## config.mk

```make
export PLATFORM = sky130hd
export DESIGN_NAME = lsu_ctrl
export DESIGN_NICKNAME = d
export VERILOG_FILES = /design/src/rtl/lsu_ctrl.sv
export SDC_FILE = /design/constraint.sdc
export NUM_CORES = 1
export LEC_CHECK = 0
export CAP_MARGIN = 0
export CORE_MARGIN = 2
export CORE_UTILIZATION = 45
export DETAILED_ROUTE_END_ITERATION = 8
export DONT_BUFFER_PORTS = 1
export PLACE_DENSITY = 0.65
export SLEW_MARGIN = 20
export SYNTH_ARGS = -nofsm -noshare
export SYNTH_HDL_FRONTEND = slang
export SYNTH_SLANG_ARGS = --single-unit
```

## constraint.sdc

```tcl
create_clock -name clk -period 2.7 [get_ports clk]
set_input_delay 0 -clock clk [delete_from_list [all_inputs] [get_ports clk]]
set_output_delay 0 -clock clk [all_outputs]
set_load 0.03 [all_outputs]
```

## src/rtl/lsu_ctrl.sv

```systemverilog
// lsu_ctrl: multi-cycle RV32I load/store unit.
//
// Accepts one load or store per req_valid/req_ready handshake, issues a single
// word-aligned memory request with byte strobes, holds it until mem_ack and
// returns sign- or zero-extended load data as a one-cycle response pulse.
// Illegal func3 codes (and, optionally, misaligned accesses) are answered
// immediately with resp_err and never reach memory.
//
// Configuration macro:
//   LSU_MISALIGN_TRAP_EN  defined: misaligned lh/lhu/sh/lw/sw return resp_err.
//                         undefined: offending low address bits are ignored
//                         (natural alignment) and the access proceeds.
//
// Ports:
//   clk, rst          rising-edge clock, asynchronous active-high reset
//   req_valid/ready   request handshake; ready only while idle
//   is_store, func3   access type and RV32I width/sign code
//   addr, wdata       byte effective address and store data
//   resp_valid/err    one-cycle completion pulse and error flag
//   rdata             formatted load data (0 for stores and errors)
//   mem_req/we/addr/wstrb/wdata  memory request, held until mem_ack
//   mem_ack, mem_rdata           memory completion and read word

module lsu_ctrl #(
  parameter int unsigned WIDTH = 32
) (
  input  logic             clk,
  input  logic             rst,
  input  logic             req_valid,
  output logic             req_ready,
  input  logic             is_store,
  input  logic [2:0]       func3,
  input  logic [WIDTH-1:0] addr,
  input  logic [WIDTH-1:0] wdata,
  output logic             resp_valid,
  output logic             resp_err,
  output logic [WIDTH-1:0] rdata,
  output logic             mem_req,
  output logic             mem_we,
  output logic [WIDTH-1:0] mem_addr,
  output logic [3:0]       mem_wstrb,
  output logic [WIDTH-1:0] mem_wdata,
  input  logic             mem_ack,
  input  logic [WIDTH-1:0] mem_rdata
);

  typedef enum logic [1:0] {
    StIdle,
    StAccess,
    StResp
  } state_t;

  state_t state_q;

  // Request fields kept for formatting the load data when mem_ack arrives.
  logic       store_q;
  logic [2:0] func3_q;
  logic [1:0] off_q;

  // Decode of the incoming request.
  logic             req_illegal;
  logic             req_misalign;
  logic [1:0]       req_off;
  logic [3:0]       req_strb;
  logic [WIDTH-1:0] req_wdata;

  // Formatting of the returned read word.
  logic [7:0]       ld_byte;
  logic [15:0]      ld_half;
  logic [WIDTH-1:0] ld_data;

  always_comb begin
    req_illegal = 1'b0;
    if (is_store) begin
      case (func3)
        3'b000, 3'b001, 3'b010: req_illegal = 1'b0;
        default:                req_illegal = 1'b1;
      endcase
    end else begin
      case (func3)
        3'b000, 3'b001, 3'b010, 3'b100, 3'b101: req_illegal = 1'b0;
        default:                                 req_illegal = 1'b1;
      endcase
    end
  end

`ifdef LSU_MISALIGN_TRAP_EN
  // func3[1:0] encodes the access size for every legal load and store code.
  always_comb begin
    req_misalign = 1'b0;
    case (func3[1:0])
      2'b01:   req_misalign = addr[0];
      2'b10:   req_misalign = (addr[1:0] != 2'b00);
      default: req_misalign = 1'b0;
    endcase
  end
`else
  assign req_misalign = 1'b0;
`endif

  // Byte offset after natural alignment; halves use addr[1] only, words none.
  always_comb begin
    req_off = 2'b00;
    case (func3[1:0])
      2'b00:   req_off = addr[1:0];
      2'b01:   req_off = {addr[1], 1'b0};
      default: req_off = 2'b00;
    endcase
  end

  // Strobes and lane-replicated data: every lane carries the store value so
  // memory only has to honour the strobes.
  always_comb begin
    req_strb  = 4'b0000;
    req_wdata = wdata;
    case (func3[1:0])
      2'b00: begin
        req_strb  = 4'b0001 << req_off;
        req_wdata = {4{wdata[7:0]}};
      end
      2'b01: begin
        req_strb  = 4'b0011 << req_off;
        req_wdata = {2{wdata[15:0]}};
      end
      default: begin
        req_strb  = 4'b1111;
        req_wdata = wdata;
      end
    endcase
  end

  always_comb begin
    ld_byte = mem_rdata[7:0];
    case (off_q)
      2'b00:   ld_byte = mem_rdata[7:0];
      2'b01:   ld_byte = mem_rdata[15:8];
      2'b10:   ld_byte = mem_rdata[23:16];
      default: ld_byte = mem_rdata[31:24];
    endcase
    ld_half = off_q[1] ? mem_rdata[31:16] : mem_rdata[15:0];

    ld_data = '0;
    case (func3_q)
      3'b000:  ld_data = {{24{ld_byte[7]}}, ld_byte};
      3'b001:  ld_data = {{16{ld_half[15]}}, ld_half};
      3'b010:  ld_data = mem_rdata;
      3'b100:  ld_data = {24'h000000, ld_byte};
      3'b101:  ld_data = {16'h0000, ld_half};
      default: ld_data = '0;
    endcase
  end

  // All outputs are registered; asynchronous reset drops mem_req at once and
  // abandons any pending access.
  always_ff @(posedge clk or posedge rst) begin
    if (rst) begin
      state_q    <= StIdle;
      store_q    <= 1'b0;
      func3_q    <= 3'b000;
      off_q      <= 2'b00;
      req_ready  <= 1'b1;
      resp_valid <= 1'b0;
      resp_err   <= 1'b0;
      rdata      <= '0;
      mem_req    <= 1'b0;
      mem_we     <= 1'b0;
      mem_addr   <= '0;
      mem_wstrb  <= 4'b0000;
      mem_wdata  <= '0;
    end else begin
      resp_valid <= 1'b0;
      unique case (state_q)
        StIdle: begin
          if (req_valid) begin
            req_ready <= 1'b0;
            store_q   <= is_store;
            func3_q   <= func3;
            off_q     <= req_off;
            if (req_illegal || req_misalign) begin
              state_q    <= StResp;
              resp_valid <= 1'b1;
              resp_err   <= 1'b1;
              rdata      <= '0;
            end else begin
              state_q   <= StAccess;
              mem_req   <= 1'b1;
              mem_we    <= is_store;
              mem_addr  <= {addr[WIDTH-1:2], 2'b00};
              mem_wstrb <= is_store ? req_strb : 4'b0000;
              if (is_store) begin
                mem_wdata <= req_wdata;
              end
            end
          end
        end
        StAccess: begin
          if (mem_ack) begin
            state_q    <= StResp;
            mem_req    <= 1'b0;
            mem_we     <= 1'b0;
            mem_wstrb  <= 4'b0000;
            resp_valid <= 1'b1;
            resp_err   <= 1'b0;
            rdata      <= store_q ? '0 : ld_data;
          end
        end
        StResp: begin
          state_q   <= StIdle;
          req_ready <= 1'b1;
          resp_err  <= 1'b0;
        end
        default: begin
          state_q   <= StIdle;
          req_ready <= 1'b1;
          mem_req   <= 1'b0;
          mem_we    <= 1'b0;
          mem_wstrb <= 4'b0000;
        end
      endcase
    end
  end

endmodule
```

==> flow_metrics.py, run 1 <==
metrics = {
    "placement": {
        "placedInstanceArea_um2": 5330,
        "port-buffer-count": 0,
        "dp_hpwl_um": 8340,
        "gp_congestion": 0.817,
        "place_ws_ps": 526,
    },
    "clock_network": {
        "hold_buffers": 112,
        "cts_buffers": 9,
        "clockBufferDepth": 2,
        "cts_resized": 0,
        "h-tree-depth": 3,
        "cts_sinks": 111,
        "post_cts_buffers": 0,
        "root_buffer": "clkbuf_16",
    },
    "outcome": {
        "status": "did not finish",
        "stop_stage": "4_1_cts",
        "firstError": "[ERROR RSZ-0060] Max buffer count reached.",
    },
    "synth": {
        "avgSynthCellArea_um2": 12.3,
        "synth_top_cell_area_share": 0.530,
        "async_flop_share": 1.00,
        "synth-edff-count": 0,
        "ys_seq_area_frac": 0.535,
        "yosysUniqueCellTypes": 44,
        "synthTopCellsByCount": "dfrtp_1 (110), mux2_2 (48), o2bb2ai_1 (32), nand2_1 (31), o21ai_0 (31)",
        "synth_ff_type": "dfrtp_1",
        "yosysWarnings": 0,
        "synthTopCellsByArea": "dfrtp_1 (53%), mux2_2 (10%), o2bb2ai_1 (5.4%)",
        "synth_area_um2": 5190,
        "yosys.area.top_type": "dfrtp_1",
        "synth_cells": 422,
        "synthMostInstantiatedCell": "dfrtp_1",
        "synth-seq-cells": 111,
    },
    "die": {
        "die_y_um": 111,
        "row_count": 39,
        "pin_count": 209,
        "die_x_um": 111,
        "initial_core_util": 0.459,
    },
}
-- logic make-up after synthesis --
| family | share of synthesized area |
|---|---|
| flip-flops | 0.535 |
| other | 0.000722 |
| adder cells (fa/ha/maj) | 0.00964 |
| buffers and inverters | 0.0349 |
| multiplexers | 0.188 |
| AO/OA/AOI/OAI | 0.171 |
| AND/OR/NAND/NOR | 0.0607 |
-- through the flow --
stage                     utilization  hold WS [ps]  cells
after floorplan                     -           121    423
after global placement          0.471          -145    542
after detailed placement        0.471          -138    542
==> run 2, diff against run 1 <==
--- a/config.mk
+++ b/config.mk
@@ -7,10 +7,10 @@
 export LEC_CHECK = 0
 export CAP_MARGIN = 0
 export CORE_MARGIN = 2
-export CORE_UTILIZATION = 45
+export CORE_UTILIZATION = 30
 export DETAILED_ROUTE_END_ITERATION = 8
 export DONT_BUFFER_PORTS = 1
-export PLACE_DENSITY = 0.65
+export PLACE_DENSITY_LB_ADDON = 0.15
 export SLEW_MARGIN = 20
 export SYNTH_ARGS = -nofsm -noshare
 export SYNTH_HDL_FRONTEND = slang
==> constraint.sdc (replaced) <==
create_clock -name clk -period 3.5 [get_ports clk]
set_input_delay 0 -clock clk [delete_from_list [all_inputs] [get_ports clk]]
set_output_delay 0 -clock clk [all_outputs]
set_load 0.03 [all_outputs]
==> run 2 against run 1 <==
Against the previous run:
- the flow now finishes without violations
- synthesized cell count unchanged
- synthesized area is the same
==> flow_metrics.py, run 2 <==
metrics = {
    "outcome": {
        "status": "finished, final reports clean",
    },
    "setup_path": {
        "endpoint_kind": "flip-flop",
        "crit_slowest_cell": "dfrtp_1",
        "criticalPathCategory": "reg2reg",
        "cp-startpoint": "off_q[1]$_DFFE_PP0P_",
        "path_cells": "mux4_2 > and3b_1 > a221oi_1 > dlygate4sd3_1 > o2bb2ai_1",
        "cp.required_ps": 3740,
        "critical_path_arrival_ps": 2940,
        "r2r_slack_ps": 800,
        "timing.rr.start": "off_q[1]$_DFFE_PP0P_",
        "timing.rr.end": "rdata[8]$_DFFE_PP0P_",
        "slowest_delay_ps": 830,
        "cp-start-kind": "flip-flop",
        "reg2reg_depth": 5,
        "worstPathMaxFanout": 20,
    },
    "final_layout": {
        "largestRegisters": "mem_wdata x32, rdata x32, mem_addr x30",
        "mostFrequentLayoutCells": "dlygate4sd3_1 (113), dfrtp_1 (110), mux2_2 (48)",
        "area_delta_synth_final_pct": 31.7,
        "drive_gt1_frac": 0.175,
        "layout_commonest_cell": "dlygate4sd3_1",
        "n_fill_cell": 1631,
        "fin_nets": 630,
    },
    "global_route": {
        "overflow": 0,
        "grt_max_degree": 60,
        "grtUsageTotal": 0.172,
        "grt_pass1_wl_um": 24100,
        "grt_pass1_vias": 4191,
        "antenna_found_initial": 0,
    },
    "flow_run": {
        "max_cap_violations": 0,
    },
    "synth": {
        "synthTopCellsByArea": "dfrtp_1 (53%), mux2_2 (10%), o2bb2ai_1 (5.4%)",
        "synth_top_cell_area_share": 0.530,
        "synthTopCellsByCount": "dfrtp_1 (110), mux2_2 (48), o2bb2ai_1 (32), nand2_1 (31), o21ai_0 (31)",
        "ys_seq_area_frac": 0.535,
        "synthMostInstantiatedCell": "dfrtp_1",
        "yosys.area.top_type": "dfrtp_1",
        "synth-edff-count": 0,
        "yosysUniqueCellTypes": 44,
        "synth_area_um2": 5190,
        "yosysWarnings": 0,
        "async_flop_share": 1.00,
        "synth-seq-cells": 111,
        "synth_ff_type": "dfrtp_1",
        "synth_cells": 422,
        "avgSynthCellArea_um2": 12.3,
    },
    "timing": {
        "final-setup-viol-count": 0,
        "fin_crit_sh": 0.772,
        "rsz0062_at_grt": "no",
        "slew_headroom": 0.504,
        "finalCriticalPeriod_ps": 2700,
        "finClkSkew_ps": 8.04,
        "fmax_mhz": 370,
        "hold_viol_final": 0,
        "setup_tns_ps": 0,
        "slew_violations": 0,
        "worst_pin_slew_ps": 744,
    },
    "worst_hold_path": {
        "hold_end": "mem_we$_DFFE_PP0P_",
        "hold_start": "is_store",
        "hold_path.class": "in2reg",
        "min_path_cells": 2,
    },
    "power": {
        "vdd_drop_max_uv": 356,
        "cellLeakagePower_nw": 2.87,
        "powerDensity_nw_per_um2": 837,
        "p_total_mw": 5.73,
    },
    "routing": {
        "firstDrtPassIters": 5,
        "drt_drc_violations_left": 0,
        "wl_per_cell_um": 21.0,
        "ant_nets": 0,
        "vias": 3929,
        "vias_per_cell": 5.22,
        "drt-total-wl_um": 15800,
        "drt-initial-drc-count": 152,
    },
    "die": {
        "pin_count": 209,
        "dieArea_um2": 18400,
        "die_x_um": 136,
        "initial_core_util": 0.303,
        "die_y_um": 136,
        "row_count": 48,
        "core_um2": 17100,
    },
    "clock_network": {
        "cts_buffers": 9,
        "root_buffer": "clkbuf_16",
        "insertion_delay_ps": 360,
        "cts_sinks": 111,
        "cts_tree": "built",
        "h-tree-depth": 3,
        "clockBufferDepth": 2,
        "post_cts_buffers": 0,
        "clk_pin_slew_worst_paths_ps": 80,
    },
    "placement": {
        "dp_hpwl_um": 10200,
        "gp_congestion": 0.817,
        "port-buffer-count": 0,
    },
}
==> run 2: worst max-delay path by stage <==
stage / cells after the start / to / slack (ps)
detailed placement: 7 / rdata[17]$_DFFE_PP0P_ / 1290
global placement: 6 / mem_wdata[3]$_DFFE_PP0P_ / 1350
finish: 5 / rdata[8]$_DFFE_PP0P_ / 800
floorplan: 1 / func3_q[0]$_DFFE_PP0P_ / 570
CTS: 5 / rdata[8]$_DFFE_PP0P_ / 870
global route: 5 / rdata[8]$_DFFE_PP0P_ / 730
==> run 2: logic make-up after synthesis <==
| group | after synthesis | synth area share |
|---|---|---|
| AOI/OAI and AO/OA | 121 | 0.171 |
| adders and majority gates | 4 | 0.00964 |
| buffers and inverters | 40 | 0.0349 |
| DFF | 111 | 0.535 |
| muxes | 82 | 0.188 |
| other | 1 | 0.000722 |
| and+or+nand+nor | 63 | 0.0607 |
==> run 2: cell type report <==
| type | count | area (um2) | share of cell area |
|---|---|---|---|
| flip-flops and latches | 111 | 2780 | 0.406 |
| multi-input cells | 272 | 2250 | 0.329 |
| repair buffers | 121 | 1200 | 0.176 |
| well taps | 225 | 282 | 0.0412 |
| clock buffers | 9 | 225 | 0.0329 |
| clock inverters | 7 | 65.1 | 0.00952 |
| inverters | 7 | 28.8 | 0.00421 |
| diodes | 1 | 2.50 | 0.000366 |
==> run 2: through the flow <==
step	setup WS [ps]	instances	cell area (um2)	hold slack (ps)	utilization
after global placement	1350	622	5390	58.5	0.315
after floorplan	571	423	5190	121	-
after detailed placement	1290	622	5390	63.4	0.315
after global routing	728	752	6830	10.4	0.399
final	797	753	6840	23.4	0.399
after CTS	868	752	6830	3.25	0.399
==> run 2: power by group <==
part | switching, mW | internal, mW
clock network | 0.511 | 0.500
registers | 1.37 | 1.77
logic | 0.755 | 0.818
total | 2.64 | 3.09
==> run 2: repair_timing <==
| item | 4_1_cts | 5_1_grt |
|---|---|---|
| hold buffers | 114 | 0 |
| gates resized for setup | 0 | 0 |
| setup endpoints to repair | 0 | 0 |
| endpoints found under the hold margin | 165 | 0 |
==> run 2: per-layer routing <==
layer	GRT usage	vias up	wire [um]
met5	0	-	0
met4	0.0758	0	361
met3	0.0617	24	1470
met2	0.274	178	7610
met1	0.210	1945	6340
li1	-	1782	-
==> run 2: critical path, delay by kind of cell (launching register included) <==
kind / cells / cell delay (ps)
multiplexers: 1 / 590
buffers and inverters: 1 / 590
AO/OA/AOI/OAI: 2 / 280
AND/OR/NAND/NOR: 1 / 300
flip-flops: 1 / 830
No activity file was read; power rests on OpenSTA's default activity.
==> run 3, diff against run 2 <==
==> constraint.sdc (replaced) <==
create_clock -name clk -period 2.7 [get_ports clk]
set_input_delay 0 -clock clk [delete_from_list [all_inputs] [get_ports clk]]
set_output_delay 0 -clock clk [all_outputs]
set_load 0.03 [all_outputs]
==> run 3 against run 2 <==
Against the previous run:
- via count up 0.94%
- die area is the same
- design area grew 0.38%
- clock power increased by 33%
- register-to-register slack worse by 510 ps
- count of clock-buffer cells in the layout up 2
- largest power group unchanged
- power up 30%
- critical path depth up 1
==> flow_metrics.py, run 3 (synthesized netlist as in run 2, its figures left out) <==
metrics = {
    "outcome": {
        "status": "finished, final reports clean",
    },
    "placement": {
        "dp_hpwl_um": 10200,
        "port-buffer-count": 0,
        "gp_congestion": 0.782,
        "place_ws_ps": 269,
    },
    "final_layout": {
        "largestRegisters": "mem_wdata x32, rdata x32, mem_addr x30",
        "fin_nets": 630,
        "area_delta_synth_final_pct": 32.2,
        "n_fill_cell": 1643,
        "layout_commonest_cell": "dlygate4sd3_1",
        "drive_gt1_frac": 0.176,
        "diodes": 0,
        "mostFrequentLayoutCells": "dlygate4sd3_1 (111), dfrtp_1 (109), mux2_2 (48)",
    },
    "power": {
        "intPower_mw": 4.09,
        "sw_frac_of_total": 0.451,
        "switchingPower_mw": 3.36,
        "pwr-share-comb": 0.277,
        "vdd_drop_max_uv": 473,
        "p_total_mw": 7.45,
        "power_frac_seq": 0.542,
        "p_clk_frac": 0.180,
        "cellLeakagePower_nw": 2.88,
        "powerDensity_nw_per_um2": 1090,
    },
    "die": {
        "initial_core_util": 0.303,
        "dieArea_um2": 18400,
        "die_y_um": 136,
        "die_x_um": 136,
        "row_count": 48,
        "pin_count": 209,
        "core_um2": 17100,
    },
    "flow_run": {
        "max_cap_violations": 0,
    },
    "timing": {
        "slew_violations": 0,
        "fin_crit_sh": 0.895,
        "rsz0062_at_grt": "no",
        "worst_slack_ps": 282,
        "worst_pin_slew_ps": 928,
        "finClkSkew_ps": 7.35,
        "finalCriticalPeriod_ps": 2420,
        "fmax_mhz": 414,
        "setup_tns_ps": 0,
        "final-setup-viol-count": 0,
        "slew_headroom": 0.380,
        "hold_viol_final": 0,
    },
    "routing": {
        "vias": 3966,
        "drt-initial-drc-count": 208,
        "firstDrtPassIters": 5,
        "drt_drc_violations_left": 0,
        "drt-total-wl_um": 15500,
        "ant_nets": 0,
        "wl_per_cell_um": 20.5,
        "vias_per_cell": 5.27,
    },
    "worst_hold_path": {
        "hold_path.class": "in2reg",
    },
    "global_route": {
        "grt_pass1_wl_um": 23800,
        "antenna_found_initial": 0,
        "gr-usage-met1": 0.216,
        "grtUsageTotal": 0.169,
        "use_met2": 0.267,
        "overflow": 0,
        "grt_pass1_vias": 4166,
        "grt_max_degree": 44,
        "top_usage_layer": "met2",
        "met3_usage": 0.0670,
    },
    "clock_network": {
        "cts_tree": "built",
        "clockBufferDepth": 2,
        "cts_buffers": 9,
        "clk_pin_slew_worst_paths_ps": 70,
        "cts_sinks": 111,
        "h-tree-depth": 3,
        "insertion_delay_ps": 340,
        "root_buffer": "clkbuf_16",
    },
    "setup_path": {
        "path_cells": "inv_1 > ha_1 > nand2_2 > nand4bb_2 > buf_4 > mux2_2",
        "critical_path_arrival_ps": 2640,
        "cp.required_ps": 2930,
        "endpoint_kind": "flip-flop",
        "cp-start-kind": "flip-flop",
        "crit_slowest_cell": "nand4bb_2",
        "slowest_delay_ps": 510,
        "worstPathMaxFanout": 43,
        "criticalPathCategory": "reg2reg",
    },
}
-- run 3: worst max-delay path: cells and delay by family (launching register included) --
| family | cells | cell delay, ps |
|---|---|---|
| muxes | 1 | 310 |
| buffers and inverters | 2 | 480 |
| adders and majority gates | 1 | 360 |
| DFF | 1 | 420 |
| and+or+nand+nor | 2 | 720 |
-- run 3: final timing paths --
| kind | from | end | slack [ps] | cells after the start |
|---|---|---|---|---|
| hold / removal | mem_rdata[13] | rdata[5]$_DFFE_PP0P_ | 10 | 3 |
| setup / recovery | state_q[0]$_DFFE_PP0P_ | mem_wdata[1]$_DFFE_PP0P_ | 280 | 6 |
| min in group asynchronous | rst | mem_addr[29]$_DFFE_PP0P_ | 330 | 2 |
| setup reg to reg | state_q[0]$_DFFE_PP0P_ | mem_wdata[1]$_DFFE_PP0P_ | 280 | 6 |
| max in group asynchronous | rst | req_ready$_DFFE_PP1P_ | 1660 | 3 |
| hold reg to reg | store_q$_DFFE_PP0P_ | store_q$_DFFE_PP0P_ | 510 | 1 |
-- run 3: layout make-up --
cell class	count	area [um2]	area share
Sequential cell	111	2780	0.405
Multi-Input combinational cell	272	2250	0.328
Timing Repair Buffer	121	1220	0.178
Tap cell	225	282	0.0410
Clock buffer	11	243	0.0354
Clock inverter	5	56.3	0.00820
Inverter	7	30.0	0.00438
-- run 3: power by group through the flow --
stage                     Sequential, mW  Combinational (mW)  Clock [mW]
after floorplan                     3.86                1.53           0
after global placement              4.08                1.79           0
after detailed placement            4.08                1.84           0
after CTS                           4.06                2.06        1.40
after global routing                4.14                2.27        1.47
final                               4.04                2.06        1.34
-- run 3: routing by layer --
layer | vias up | share of wire
li1 | 1773 | -
met1 | 1976 | 0.41
met2 | 201 | 0.47
met3 | 16 | 0.10
met4 | 0 | 0.019
met5 | - | 0
-- run 3: repair_timing --
item | in CTS | in global routing
hold buffers | 112 | 0
gates resized for setup | 0 | 1
buffers inserted | 0 | 0
endpoints found under the setup margin | 0 | 1
hold endpoints to repair | 147 | 0
-- run 3: per-stage QoR --
| step | util | std cells | instance area (um2) | hold slack (ps) |
|---|---|---|---|---|
| final | 0.401 | 752 | 6860 | 10.7 |
| after global routing | 0.401 | 752 | 6860 | 8.65 |
| after CTS | 0.401 | 752 | 6860 | 2.09 |
| after detailed placement | 0.317 | 624 | 5430 | 113 |
| after global placement | 0.317 | 624 | 5430 | 98.0 |
| after floorplan | - | 423 | 5200 | 121 |
